`config.mk`:
```
export PLATFORM = sky130hd
export DESIGN_NAME = score_bcd_sched
export DESIGN_NICKNAME = d
export VERILOG_FILES = /design/src/rtl/score_bcd_sched.sv
export SDC_FILE = /design/constraint.sdc
export NUM_CORES = 1
export LEC_CHECK = 0
export ABC_CLOCK_PERIOD_IN_PS = 5300
export CAP_MARGIN = 20
export CORE_MARGIN = 1.5
export CORE_UTILIZATION = 50
export CTS_CLUSTER_SIZE = 40
export DETAILED_ROUTE_END_ITERATION = 12
export PLACE_DENSITY = 0.87
export SETUP_SLACK_MARGIN = 0.3
export SLEW_MARGIN = 20
export SYNTH_ARGS = -nofsm -noshare
export SYNTH_HDL_FRONTEND = slang
export SYNTH_SLANG_ARGS = --single-unit
```
`constraint.sdc`:
```
create_clock -name clk -period 5.3 [get_ports clk]
set_input_delay 1.59 -clock clk [delete_from_list [all_inputs] [get_ports clk]]
set_output_delay 1.59 -clock clk [all_outputs]
set_load 0.005 [all_outputs]
```
`src/rtl/score_bcd_sched.sv`:
```
// Shares one shift-add-3 binary-to-BCD converter between the current and
// high score. Ports: clk, rst, curr_score, high_score, score_sw in;
// curr_bcd, high_bcd, disp_bcd, curr_ovf, high_ovf, busy, done out.
module score_bcd_sched #(
  parameter int SCORE_W = 16,
  parameter int DIGITS  = 4
) (
  input  logic                  clk,
  input  logic                  rst,
  input  logic [SCORE_W-1:0]    curr_score,
  input  logic [SCORE_W-1:0]    high_score,
  input  logic                  score_sw,
  output logic [4*DIGITS-1:0]   curr_bcd,
  output logic [4*DIGITS-1:0]   high_bcd,
  output logic [4*DIGITS-1:0]   disp_bcd,
  output logic                  curr_ovf,
  output logic                  high_ovf,
  output logic                  busy,
  output logic                  done
);

  function automatic longint unsigned pow10(input int n);
    longint unsigned r;
    r = 1;
    for (int i = 0; i < n; i++) r = r * 10;
    return r;
  endfunction

  localparam longint unsigned CLAMP = pow10(DIGITS) - 1;
  localparam int BW = 4 * DIGITS;
  localparam int CW = $clog2(SCORE_W + 1);

  typedef enum logic [1:0] {
    IDLE,
    SHIFT,
    DONE
  } state_t;

  state_t             state;
  logic [SCORE_W-1:0] curr_last;
  logic [SCORE_W-1:0] high_last;
  logic [SCORE_W-1:0] bin;
  logic [BW-1:0]      acc;
  logic [CW-1:0]      cnt;
  logic               src;
  logic               ovf_pend;

  logic               req_c;
  logic               req_h;
  logic               grant_h;
  logic [SCORE_W-1:0] op;
  logic               op_ovf;
  logic [SCORE_W-1:0] clamped;
  logic [BW-1:0]      adj;

  always_comb begin
    req_c   = (curr_score != curr_last);
    req_h   = (high_score != high_last);
    // score_sw picks the winner only when both sources want service
    grant_h = req_h && (score_sw || !req_c);
    op      = grant_h ? high_score : curr_score;
    op_ovf  = 64'(op) > CLAMP;
    clamped = op_ovf ? SCORE_W'(CLAMP) : op;
    adj     = '0;
    for (int i = 0; i < DIGITS; i++) begin
      adj[4*i +: 4] = (acc[4*i +: 4] >= 4'd5)
                    ? acc[4*i +: 4] + 4'd3
                    : acc[4*i +: 4];
    end
  end

  always_ff @(posedge clk) begin
    if (rst) begin
      state     <= IDLE;
      curr_last <= '0;
      high_last <= '0;
      bin       <= '0;
      acc       <= '0;
      cnt       <= '0;
      src       <= 1'b0;
      ovf_pend  <= 1'b0;
      curr_bcd  <= '0;
      high_bcd  <= '0;
      curr_ovf  <= 1'b0;
      high_ovf  <= 1'b0;
      done      <= 1'b0;
    end else begin
      done <= 1'b0;
      unique case (state)
        IDLE: begin
          if (req_c || req_h) begin
            if (grant_h) high_last <= high_score;
            else         curr_last <= curr_score;
            src      <= grant_h;
            bin      <= clamped;
            ovf_pend <= op_ovf;
            acc      <= '0;
            cnt      <= '0;
            state    <= SHIFT;
          end
        end
        SHIFT: begin
          acc <= {adj[BW-2:0], bin[SCORE_W-1]};
          bin <= {bin[SCORE_W-2:0], 1'b0};
          cnt <= cnt + 1'b1;
          if (cnt == CW'(SCORE_W - 1)) state <= DONE;
        end
        DONE: begin
          if (src) begin
            high_bcd <= acc;
            high_ovf <= ovf_pend;
          end else begin
            curr_bcd <= acc;
            curr_ovf <= ovf_pend;
          end
          done  <= 1'b1;
          state <= IDLE;
        end
        default: state <= IDLE;
      endcase
    end
  end

  assign busy     = (state != IDLE);
  assign disp_bcd = score_sw ? high_bcd : curr_bcd;

endmodule
```
==> impl_metrics.prom, run 1 <==
# TYPE chip_impl_metric gauge
chip_impl_info{name="status",value="completed"} 1
chip_impl_metric{name="total_switching_power",unit="mW"} 0.4433
chip_impl_metric{name="total_leakage_power",unit="nW"} 2.332
chip_impl_info{name="clk_root_buffer_cell",value="sky130_fd_sc_hd__clkbuf_8"} 1
chip_impl_metric{name="area_growth",unit="%"} 21.71
chip_impl_metric{name="slew_violations",unit=""} 0
chip_impl_metric{name="hold_buffers",unit=""} 0
chip_impl_info{name="crit_path_end",value="disp_bcd[9]"} 1
chip_impl_metric{name="clk_path_buf_depth",unit=""} 2
chip_impl_metric{name="combPwrFrac",unit="%"} 12.5
chip_impl_metric{name="wire_length_of_the_first_global_routing_pass",unit="um"} 21180
chip_impl_info{name="unrepaired_setup_endpoints_after_global_routing",value="false"} 1
chip_impl_metric{name="finalClockSkew",unit="ns"} 0.01730
chip_impl_metric{name="grt_antenna_before_repair",unit=""} 0
chip_impl_metric{name="vdd_drop_max",unit="V"} 0.0001694
chip_impl_metric{name="antenna_violating_nets_post_route",unit=""} 0
chip_impl_metric{name="rr_worst_depth",unit=""} 7
chip_impl_metric{name="fmax",unit="MHz"} 210.0
chip_impl_metric{name="seqCellArea",unit="um2"} 2162
chip_impl_metric{name="fraction_of_the_mapped_netlist_area_in_compound_gates",unit="%"} 17.35
chip_impl_metric{name="muxShareOfSynthArea",unit="%"} 9.288
chip_impl_metric{name="seq_area_frac_synth",unit="%"} 41.69
chip_impl_metric{name="place.detailed.instances",unit=""} 795
chip_impl_metric{name="syn_nets",unit=""} 654
chip_impl_metric{name="first_iter_violations",unit=""} 385
chip_impl_metric{name="clk_latency",unit="ns"} 0.39
chip_impl_info{name="top_count_cell_post_synth",value="sky130_fd_sc_hd__nand2_1"} 1
chip_impl_metric{name="power.clock.fraction",unit="%"} 32.8
chip_impl_info{name="r2r_start",value="high_last[8]"} 1
chip_impl_metric{name="grt_overflow",unit=""} 0
chip_impl_metric{name="drive_gt1_share",unit="%"} 9.440
chip_impl_metric{name="detailedPlacementHpwl",unit="um"} 8959
chip_impl_metric{name="maximum_number_of_pins_on_one_net_before_global_route_repair",unit=""} 100
chip_impl_metric{name="place_area",unit="um2"} 6105
chip_impl_metric{name="timing.reg2reg.setup_slack",unit="ns"} 2.65
chip_impl_metric{name="synth_edf_count",unit=""} 0
chip_impl_metric{name="cap_viol_max_count",unit=""} 0
chip_impl_metric{name="crit_arrival",unit="ns"} 3.17
chip_impl_metric{name="synth-adder-area-share",unit="%"} 2.413
chip_impl_metric{name="remaining_drc_errors",unit=""} 0
chip_impl_metric{name="ys_types",unit=""} 47
chip_impl_metric{name="setup_total_negative_slack",unit="ns"} 0
chip_impl_info{name="crit_start",value="score_sw"} 1
chip_impl_info{name="postSynth.topFlopCell",value="sky130_fd_sc_hd__dfxtp_1"} 1
chip_impl_metric{name="post-cts-setup-buffers",unit=""} 0
chip_impl_metric{name="flop_pwr_share",unit="%"} 54.7
chip_impl_info{name="regToRegEndpoint",value="bin[14]"} 1
chip_impl_metric{name="avgViaCountPerCell",unit=""} 5.692
chip_impl_metric{name="worst_pin_slew",unit="ns"} 1.050
chip_impl_metric{name="async_reset_ff_share",unit="%"} 0
chip_impl_metric{name="finalWorstSetupSlack",unit="ns"} 0.5382
chip_impl_metric{name="layout.filler_cells",unit=""} 799
chip_impl_metric{name="floorplan.io_pins",unit=""} 87
chip_impl_metric{name="numPortBuffers",unit=""} 86
chip_impl_metric{name="final_design_area_no_fill",unit="um2"} 6312
chip_impl_info{name="path_class",value="in -> out"} 1
chip_impl_metric{name="crit_path_max_fanout",unit=""} 18
chip_impl_metric{name="area_of_the_die",unit="um2"} 10990
chip_impl_metric{name="min_period_over_period",unit="%"} 89.84
chip_impl_metric{name="netlist.area_leader.share",unit="%"} 41.69
chip_impl_metric{name="setup_viol",unit=""} 0
chip_impl_metric{name="post_cts_resized",unit=""} 0
chip_impl_metric{name="cts_sinks",unit=""} 108
chip_impl_metric{name="grtUsageTotal",unit="%"} 23.39
chip_impl_metric{name="wl_per_cell",unit="um"} 15.83
chip_impl_metric{name="drt-total-wl",unit="um"} 12840
chip_impl_info{name="cts_tree",value="done"} 1
chip_impl_metric{name="first_global_vias",unit=""} 4421
chip_impl_metric{name="finish.utilization",unit="%"} 63.70
chip_impl_metric{name="initial_core_util",unit="%"} 52.34
chip_impl_metric{name="post_synth.cell_area_avg",unit="um2"} 8.516
chip_impl_metric{name="fp.coreArea",unit="um2"} 9910
chip_impl_metric{name="syn_inst",unit=""} 609
chip_impl_metric{name="synth.yosys.warnings",unit=""} 0
chip_impl_metric{name="max-slew-margin-rel",unit="%"} 29.97
chip_impl_info{name="synth_top_family_by_area",value="simple AND/OR/NAND/NOR gates"} 1
chip_impl_metric{name="gp_congestion",unit=""} 0.8344
chip_impl_metric{name="totalPowerFinal",unit="mW"} 1.558
chip_impl_info{name="cp-start-kind",value="primary input"} 1
chip_impl_info{name="post_synth_main_area_contributors",value="sky130_fd_sc_hd__dfxtp_1, sky130_fd_sc_hd__nand2_1, sky130_fd_sc_hd__a21oi_1, sky130_fd_sc_hd__mux2i_1, sky130_fd_sc_hd__xor2_1"} 1
chip_impl_metric{name="htree_num_levels",unit=""} 3
chip_impl_metric{name="drt_pass_1_iters",unit=""} 5
chip_impl_metric{name="syn-cell-area",unit="um2"} 5186
chip_impl_metric{name="place_worst_setup_slack",unit="ns"} 0.5523
chip_impl_metric{name="vias",unit=""} 4616
chip_impl_metric{name="cp.required",unit="ns"} 3.71
chip_impl_metric{name="hold_violations",unit=""} 0
chip_impl_metric{name="hold_ws",unit="ns"} 0.4554
chip_impl_metric{name="synth_seq_cells",unit=""} 108
chip_impl_metric{name="stdcell_count",unit=""} 811
chip_impl_metric{name="synth_xor_area_share",unit="%"} 6.248
chip_impl_metric{name="power_density",unit="nW/um2"} 246.9
chip_impl_metric{name="count_of_nets_after_finishing",unit=""} 718
chip_impl_metric{name="post-route-min-period",unit="ns"} 4.762
chip_impl_metric{name="power_switching_share",unit="%"} 28.45
chip_impl_info{name="holdCritPathClass",value="reg -> reg"} 1
chip_impl_metric{name="synth_simple_gate_area_share",unit="%"} 18.62
chip_impl_metric{name="cts_inserted_buffers",unit=""} 9
chip_impl_info{name="synth_largest_area_cell",value="sky130_fd_sc_hd__dfxtp_1"} 1
chip_impl_metric{name="clk_pin_slew",unit="ns"} 0.10
chip_impl_metric{name="die_width",unit="um"} 104.8
chip_impl_metric{name="fp-row-count",unit=""} 36
chip_impl_metric{name="antenna_cells",unit=""} 0
chip_impl_info{name="netlist_top_cells_count",value="sky130_fd_sc_hd__nand2_1, sky130_fd_sc_hd__dfxtp_1, sky130_fd_sc_hd__a21oi_1, sky130_fd_sc_hd__xor2_1"} 1
chip_impl_info{name="cp-end-kind",value="output port"} 1
chip_impl_metric{name="die_h",unit="um"} 104.8
chip_impl_metric{name="multi_input_area",unit="um2"} 2804
chip_impl_metric{name="internal_power_contribution",unit="mW"} 1.115
[how the worst min path moves through the flow]
stage | depth (start not counted) | end | start | slack [ns]
after floorplan | 2 | bin[14] | bin[13] | 0.43
after global placement | 2 | acc[0] | bin[15] | 0.44
after detailed placement | 2 | acc[0] | bin[15] | 0.45
after CTS | 2 | bin[15] | bin[14] | 0.46
after global routing | 2 | high_ovf | high_ovf | 0.49
final | 2 | bin[15] | bin[14] | 0.46
[worst max-delay path, cell delays in order]
cell	delay, ns
sky130_fd_sc_hd__clkdlybuf4s50_1	0.46
sky130_fd_sc_hd__buf_4	0.27
sky130_fd_sc_hd__mux2_2	0.38
sky130_fd_sc_hd__clkdlybuf4s50_1	0.47
[final cells by class]
| cell class | instances | area share, % |
|---|---|---|
| Clock buffer | 10 | 2.180 |
| Clock inverter | 6 | 1.031 |
| Inverter | 13 | 0.7730 |
| Multi-Input combinational cell | 447 | 44.42 |
| Sequential cell | 108 | 34.25 |
| Tap cell | 133 | 2.636 |
| Timing Repair Buffer | 94 | 14.71 |
[registers in the layout (all words and copies together) (netlist names), 2 cells and up]
| register | count |
|---|---|
| state | 2 |
| high_last | 16 |
| bin | 16 |
| high_bcd | 16 |
| acc | 16 |
| curr_bcd | 16 |
| cnt | 5 |
| curr_last | 16 |
[cell usage in the layout (no fill, tap or decap), types with 4 or more instances in the layout]
cell type                         count
sky130_fd_sc_hd__nand3_1             19
sky130_fd_sc_hd__o21ai_0             14
sky130_fd_sc_hd__buf_4                7
sky130_fd_sc_hd__nor3_1              11
sky130_fd_sc_hd__and3_1               4
sky130_fd_sc_hd__nor4b_1              4
sky130_fd_sc_hd__clkdlybuf4s50_1     85
sky130_fd_sc_hd__mux2_2              16
sky130_fd_sc_hd__clkbuf_8            10
sky130_fd_sc_hd__xor2_1              33
sky130_fd_sc_hd__ha_1                10
sky130_fd_sc_hd__a211oi_2             6
sky130_fd_sc_hd__nand2_1            109
sky130_fd_sc_hd__nand2b_1             9
sky130_fd_sc_hd__o21ai_1             18
sky130_fd_sc_hd__o32ai_1              5
sky130_fd_sc_hd__inv_1               13
sky130_fd_sc_hd__a2bb2oi_1            6
sky130_fd_sc_hd__dfxtp_1            108
sky130_fd_sc_hd__nor4_2               7
sky130_fd_sc_hd__a31oi_1              8
sky130_fd_sc_hd__a21oi_1             79
sky130_fd_sc_hd__xnor2_1              4
sky130_fd_sc_hd__nor2_1              27
sky130_fd_sc_hd__mux2i_1             29
[cell families (layout without fill, tap and decap cells)]
logic type,after synthesis,in the layout
AO/OA/AOI/OAI,149,149
XOR/XNOR,37,37
adder cells (fa/ha/maj),10,10
buffers and inverters,54,123
flip-flops,108,108
multiplexers,46,46
AND/OR/NAND/NOR,205,205
[routing by layer]
metal	share of wire, %	global-route usage [%]	vias up
li1	-	-	2252
met2	51	40.29	130
met3	4.3	3.369	22
met5	0	0	-
met4	2.1	9.100	0
met1	43	29.39	2212
[power by group through the flow]
stage                     logic [mW]  registers, mW  clock network [mW]
after floorplan                0.126          0.867                   0
after global placement         0.185          0.869                   0
after detailed placement       0.191          0.871                   0
after CTS                      0.193          0.852               0.514
after global routing           0.209          0.856               0.538
final                          0.195          0.853               0.511
(Power assumes the default switching activity.)
==> inputs of run 2 (changes only) <==
--- a/config.mk
+++ b/config.mk
@@ -5,10 +5,10 @@
 export SDC_FILE = /design/constraint.sdc
 export NUM_CORES = 1
 export LEC_CHECK = 0
-export ABC_CLOCK_PERIOD_IN_PS = 5300
+export ABC_CLOCK_PERIOD_IN_PS = 3950
 export CAP_MARGIN = 20
 export CORE_MARGIN = 1.5
-export CORE_UTILIZATION = 50
+export CORE_UTILIZATION = 48
 export CTS_CLUSTER_SIZE = 40
 export DETAILED_ROUTE_END_ITERATION = 12
 export PLACE_DENSITY = 0.87
==> constraint.sdc (replaced) <==
create_clock -name clk -period 3.95 [get_ports clk]
set_input_delay 1.185 -clock clk [delete_from_list [all_inputs] [get_ports clk]]
set_output_delay 1.185 -clock clk [all_outputs]
set_load 0.005 [all_outputs]
==> run 2 against run 1 <==
  * Sequential power up 34%
  * Non-clock buffer count grew 9
  * Sequential share of layout area decreased by 0.51 points
  * Setup slack lost 0.19 ns
  * Count of clock-buffer cells in the layout fell by 1
  * Clock skew is 0.0023 ns lower
  * Critical endpoint is now disp_bcd[13]
==> impl_metrics.prom, run 2 (synthesized netlist as in run 1, its figures left out) <==
# TYPE chip_impl_metric gauge
chip_impl_info{name="path_class",value="in -> out"} 1
chip_impl_metric{name="gp_congestion",unit=""} 0.8649
chip_impl_metric{name="cts_inserted_buffers",unit=""} 9
chip_impl_metric{name="grt_overflow",unit=""} 0
chip_impl_metric{name="htree_num_levels",unit=""} 3
chip_impl_metric{name="setup_total_negative_slack",unit="ns"} 0
chip_impl_metric{name="total_leakage_power",unit="nW"} 2.385
chip_impl_info{name="final_cell_mix",value="sky130_fd_sc_hd__nand2_1, sky130_fd_sc_hd__dfxtp_1, sky130_fd_sc_hd__clkdlybuf4s50_1"} 1
chip_impl_info{name="unrepaired_setup_endpoints_after_global_routing",value="false"} 1
chip_impl_metric{name="finalClockSkew",unit="ns"} 0.01503
chip_impl_metric{name="remaining_drc_errors",unit=""} 0
chip_impl_metric{name="met2_wl_post_dr",unit="um"} 6607
chip_impl_metric{name="area_growth",unit="%"} 23.57
chip_impl_metric{name="first_global_vias",unit=""} 4517
chip_impl_metric{name="timing.reg2reg.setup_slack",unit="ns"} 1.45
chip_impl_metric{name="min_period_over_period",unit="%"} 91.13
chip_impl_info{name="timing.hold.worst_endpoint",value="bin[15]"} 1
chip_impl_metric{name="numPortBuffers",unit=""} 86
chip_impl_metric{name="max-slew-margin-rel",unit="%"} 32.00
chip_impl_metric{name="cts_sinks",unit=""} 108
chip_impl_metric{name="first_iter_violations",unit=""} 310
chip_impl_metric{name="fp.coreArea",unit="um2"} 10420
chip_impl_metric{name="post-route-min-period",unit="ns"} 3.600
chip_impl_info{name="regToRegEndpoint",value="bin[10]"} 1
chip_impl_info{name="crit_chain",value="clkdlybuf4s15_2 > buf_12 > mux2_2 > clkdlybuf4s50_1"} 1
chip_impl_info{name="r2r_start",value="curr_last[6]"} 1
chip_impl_metric{name="hold_violations",unit=""} 0
chip_impl_info{name="min-delay-start",value="bin[14]"} 1
chip_impl_metric{name="drt_pass_1_iters",unit=""} 5
chip_impl_metric{name="combPwrFrac",unit="%"} 13.3
chip_impl_info{name="highest_layer_used_for_signal_routing",value="met4"} 1
chip_impl_metric{name="detailedPlacementHpwl",unit="um"} 9172
chip_impl_metric{name="grtUsageTotal",unit="%"} 23.19
chip_impl_metric{name="clk_pin_slew",unit="ns"} 0.11
chip_impl_metric{name="fmax",unit="MHz"} 277.8
chip_impl_metric{name="total_switching_power",unit="mW"} 0.5884
chip_impl_metric{name="clk_latency",unit="ns"} 0.37
chip_impl_metric{name="fp-row-count",unit=""} 37
chip_impl_metric{name="flop_pwr_share",unit="%"} 55.2
chip_impl_metric{name="die_width",unit="um"} 106.9
chip_impl_metric{name="delay_of_the_slowest_cell_on_the_worst_path",unit="ns"} 0.45
chip_impl_metric{name="initial_core_util",unit="%"} 49.79
chip_impl_metric{name="clk_path_buf_depth",unit=""} 2
chip_impl_metric{name="multi_input_area",unit="um2"} 2804
chip_impl_metric{name="seqCellArea",unit="um2"} 2162
chip_impl_metric{name="wl_met1",unit="um"} 5439
chip_impl_metric{name="setup_viol",unit=""} 0
chip_impl_metric{name="power.clock.fraction",unit="%"} 31.6
chip_impl_metric{name="cap_viol_max_count",unit=""} 0
chip_impl_metric{name="floorplan.io_pins",unit=""} 87
chip_impl_info{name="holdCritPathClass",value="reg -> reg"} 1
chip_impl_metric{name="internal_power_contribution",unit="mW"} 1.486
chip_impl_metric{name="die_h",unit="um"} 106.9
chip_impl_info{name="mostFrequentLayoutCell",value="sky130_fd_sc_hd__nand2_1"} 1
chip_impl_metric{name="count_of_nets_after_finishing",unit=""} 727
chip_impl_metric{name="antenna_cells",unit=""} 0
chip_impl_metric{name="met3_length",unit="um"} 710
chip_impl_metric{name="cp.required",unit="ns"} 2.76
chip_impl_info{name="cp-start-kind",value="primary input"} 1
chip_impl_metric{name="rr_worst_depth",unit=""} 7
chip_impl_info{name="cp-end-kind",value="output port"} 1
chip_impl_info{name="cts_tree",value="done"} 1
chip_impl_metric{name="antenna_violating_nets_post_route",unit=""} 0
chip_impl_info{name="worst_path_max_delay_cell",value="sky130_fd_sc_hd__clkdlybuf4s50_1"} 1
chip_impl_metric{name="crit_arrival",unit="ns"} 2.41
chip_impl_metric{name="min_delay_path_depth",unit=""} 2
chip_impl_metric{name="drt-total-wl",unit="um"} 13050
chip_impl_metric{name="power_density",unit="nW/um2"} 323.7
chip_impl_metric{name="vias",unit=""} 4709
chip_impl_metric{name="wire_length_of_the_first_global_routing_pass",unit="um"} 21460
chip_impl_metric{name="timing.critical_path.buf_inv",unit=""} 3
chip_impl_metric{name="avgViaCountPerCell",unit=""} 5.722
chip_impl_metric{name="maximum_number_of_pins_on_one_net_before_global_route_repair",unit=""} 100
chip_impl_metric{name="grt_antenna_before_repair",unit=""} 0
chip_impl_metric{name="wl_per_cell",unit="um"} 15.86
chip_impl_info{name="cpLargestDelayFamily",value="buffers and inverters"} 1
chip_impl_metric{name="power_switching_share",unit="%"} 28.37
chip_impl_metric{name="drive_gt1_share",unit="%"} 10.77
chip_impl_metric{name="slew_violations",unit=""} 0
chip_impl_metric{name="crit_path_max_fanout",unit=""} 9
chip_impl_metric{name="layout.filler_cells",unit=""} 862
chip_impl_metric{name="worst_pin_slew",unit="ns"} 1.020
chip_impl_info{name="status",value="completed"} 1
chip_impl_metric{name="area_of_the_die",unit="um2"} 11440
chip_impl_info{name="clk_root_buffer_cell",value="sky130_fd_sc_hd__clkbuf_8"} 1
chip_impl_metric{name="vdd_drop_max",unit="V"} 0.0001720
chip_impl_metric{name="totalPowerFinal",unit="mW"} 2.074
chip_impl_metric{name="finish.utilization",unit="%"} 61.53
-- run 2: changes by cell type in the layout (fill, tap and decap cells not counted), sizes merged --
cell	change
buf	+9
clkbuf	-1
clkdlybuf4s15	+1
clkdlybuf4s50	-1
clkinv	+2
inv	-1
-- run 2: worst max path at each step --
stage | from | end | slack [ns] | cells past startpoint
2_1_floorplan | score_sw | disp_bcd[10] | 0.56 | 3
3_3_place_gp | score_sw | disp_bcd[8] | 0.11 | 4
3_5_place_dp | score_sw | disp_bcd[10] | 0.09 | 4
4_1_cts | score_sw | disp_bcd[10] | 0.34 | 4
5_1_grt | score_sw | disp_bcd[9] | 0.32 | 4
6_report | score_sw | disp_bcd[13] | 0.35 | 4
-- run 2: what timing repair did --
item	4_1_cts	5_1_grt
gates resized for setup	4	0
hold buffers	0	0
endpoints found under the setup margin	16	0
hold endpoints to repair	0	0
buffers inserted	1	0
-- run 2: final cells by class --
cell class / count / share of cell area [%]
clock buffer: 9 / 1.933
clock inverter: 7 / 1.093
inverter: 13 / 0.7614
multi-input combinational: 447 / 43.75
sequential: 108 / 33.74
tap: 136 / 2.655
timing repair buffer: 103 / 16.07
-- run 2: worst register-to-register path, cell delays in order (launching register included) --
cell	delay, ns
sky130_fd_sc_hd__dfxtp_1	0.34
sky130_fd_sc_hd__xor2_1	0.18
sky130_fd_sc_hd__nor4_2	0.49
sky130_fd_sc_hd__nand4_2	0.26
sky130_fd_sc_hd__a21oi_2	0.36
sky130_fd_sc_hd__buf_4	0.32
sky130_fd_sc_hd__mux2i_1	0.31
sky130_fd_sc_hd__a211oi_2	0.10
-- run 2: stage by stage --
step / area (um2) / std cells / hold slack (ns) / worst slack [ns]
global route: 6409 / 823 / 0.4698 / 0.3157
finish: 6409 / 823 / 0.4509 / 0.3504
global placement: 6173 / 805 / 0.4371 / 0.1150
detailed placement: 6173 / 805 / 0.4446 / 0.08617
floorplan: 5186 / 609 / 0.4317 / 0.5576
CTS: 6404 / 823 / 0.4514 / 0.3425
-- run 2: routing by layer --
| layer | up-vias | global-route usage (%) |
|---|---|---|
| li1 | 2268 | - |
| met1 | 2252 | 28.81 |
| met2 | 164 | 40.20 |
| met3 | 25 | 3.647 |
| met4 | 0 | 9.048 |
| met5 | - | 0 |
-- run 2: power groups by stage --
stage	Clock, mW	Sequential (mW)	Combinational (mW)
5_1_grt	0.715	1.15	0.294
3_5_place_dp	0	1.17	0.264
6_report	0.655	1.14	0.275
3_3_place_gp	0	1.17	0.256
4_1_cts	0.661	1.14	0.271
2_1_floorplan	0	1.16	0.169
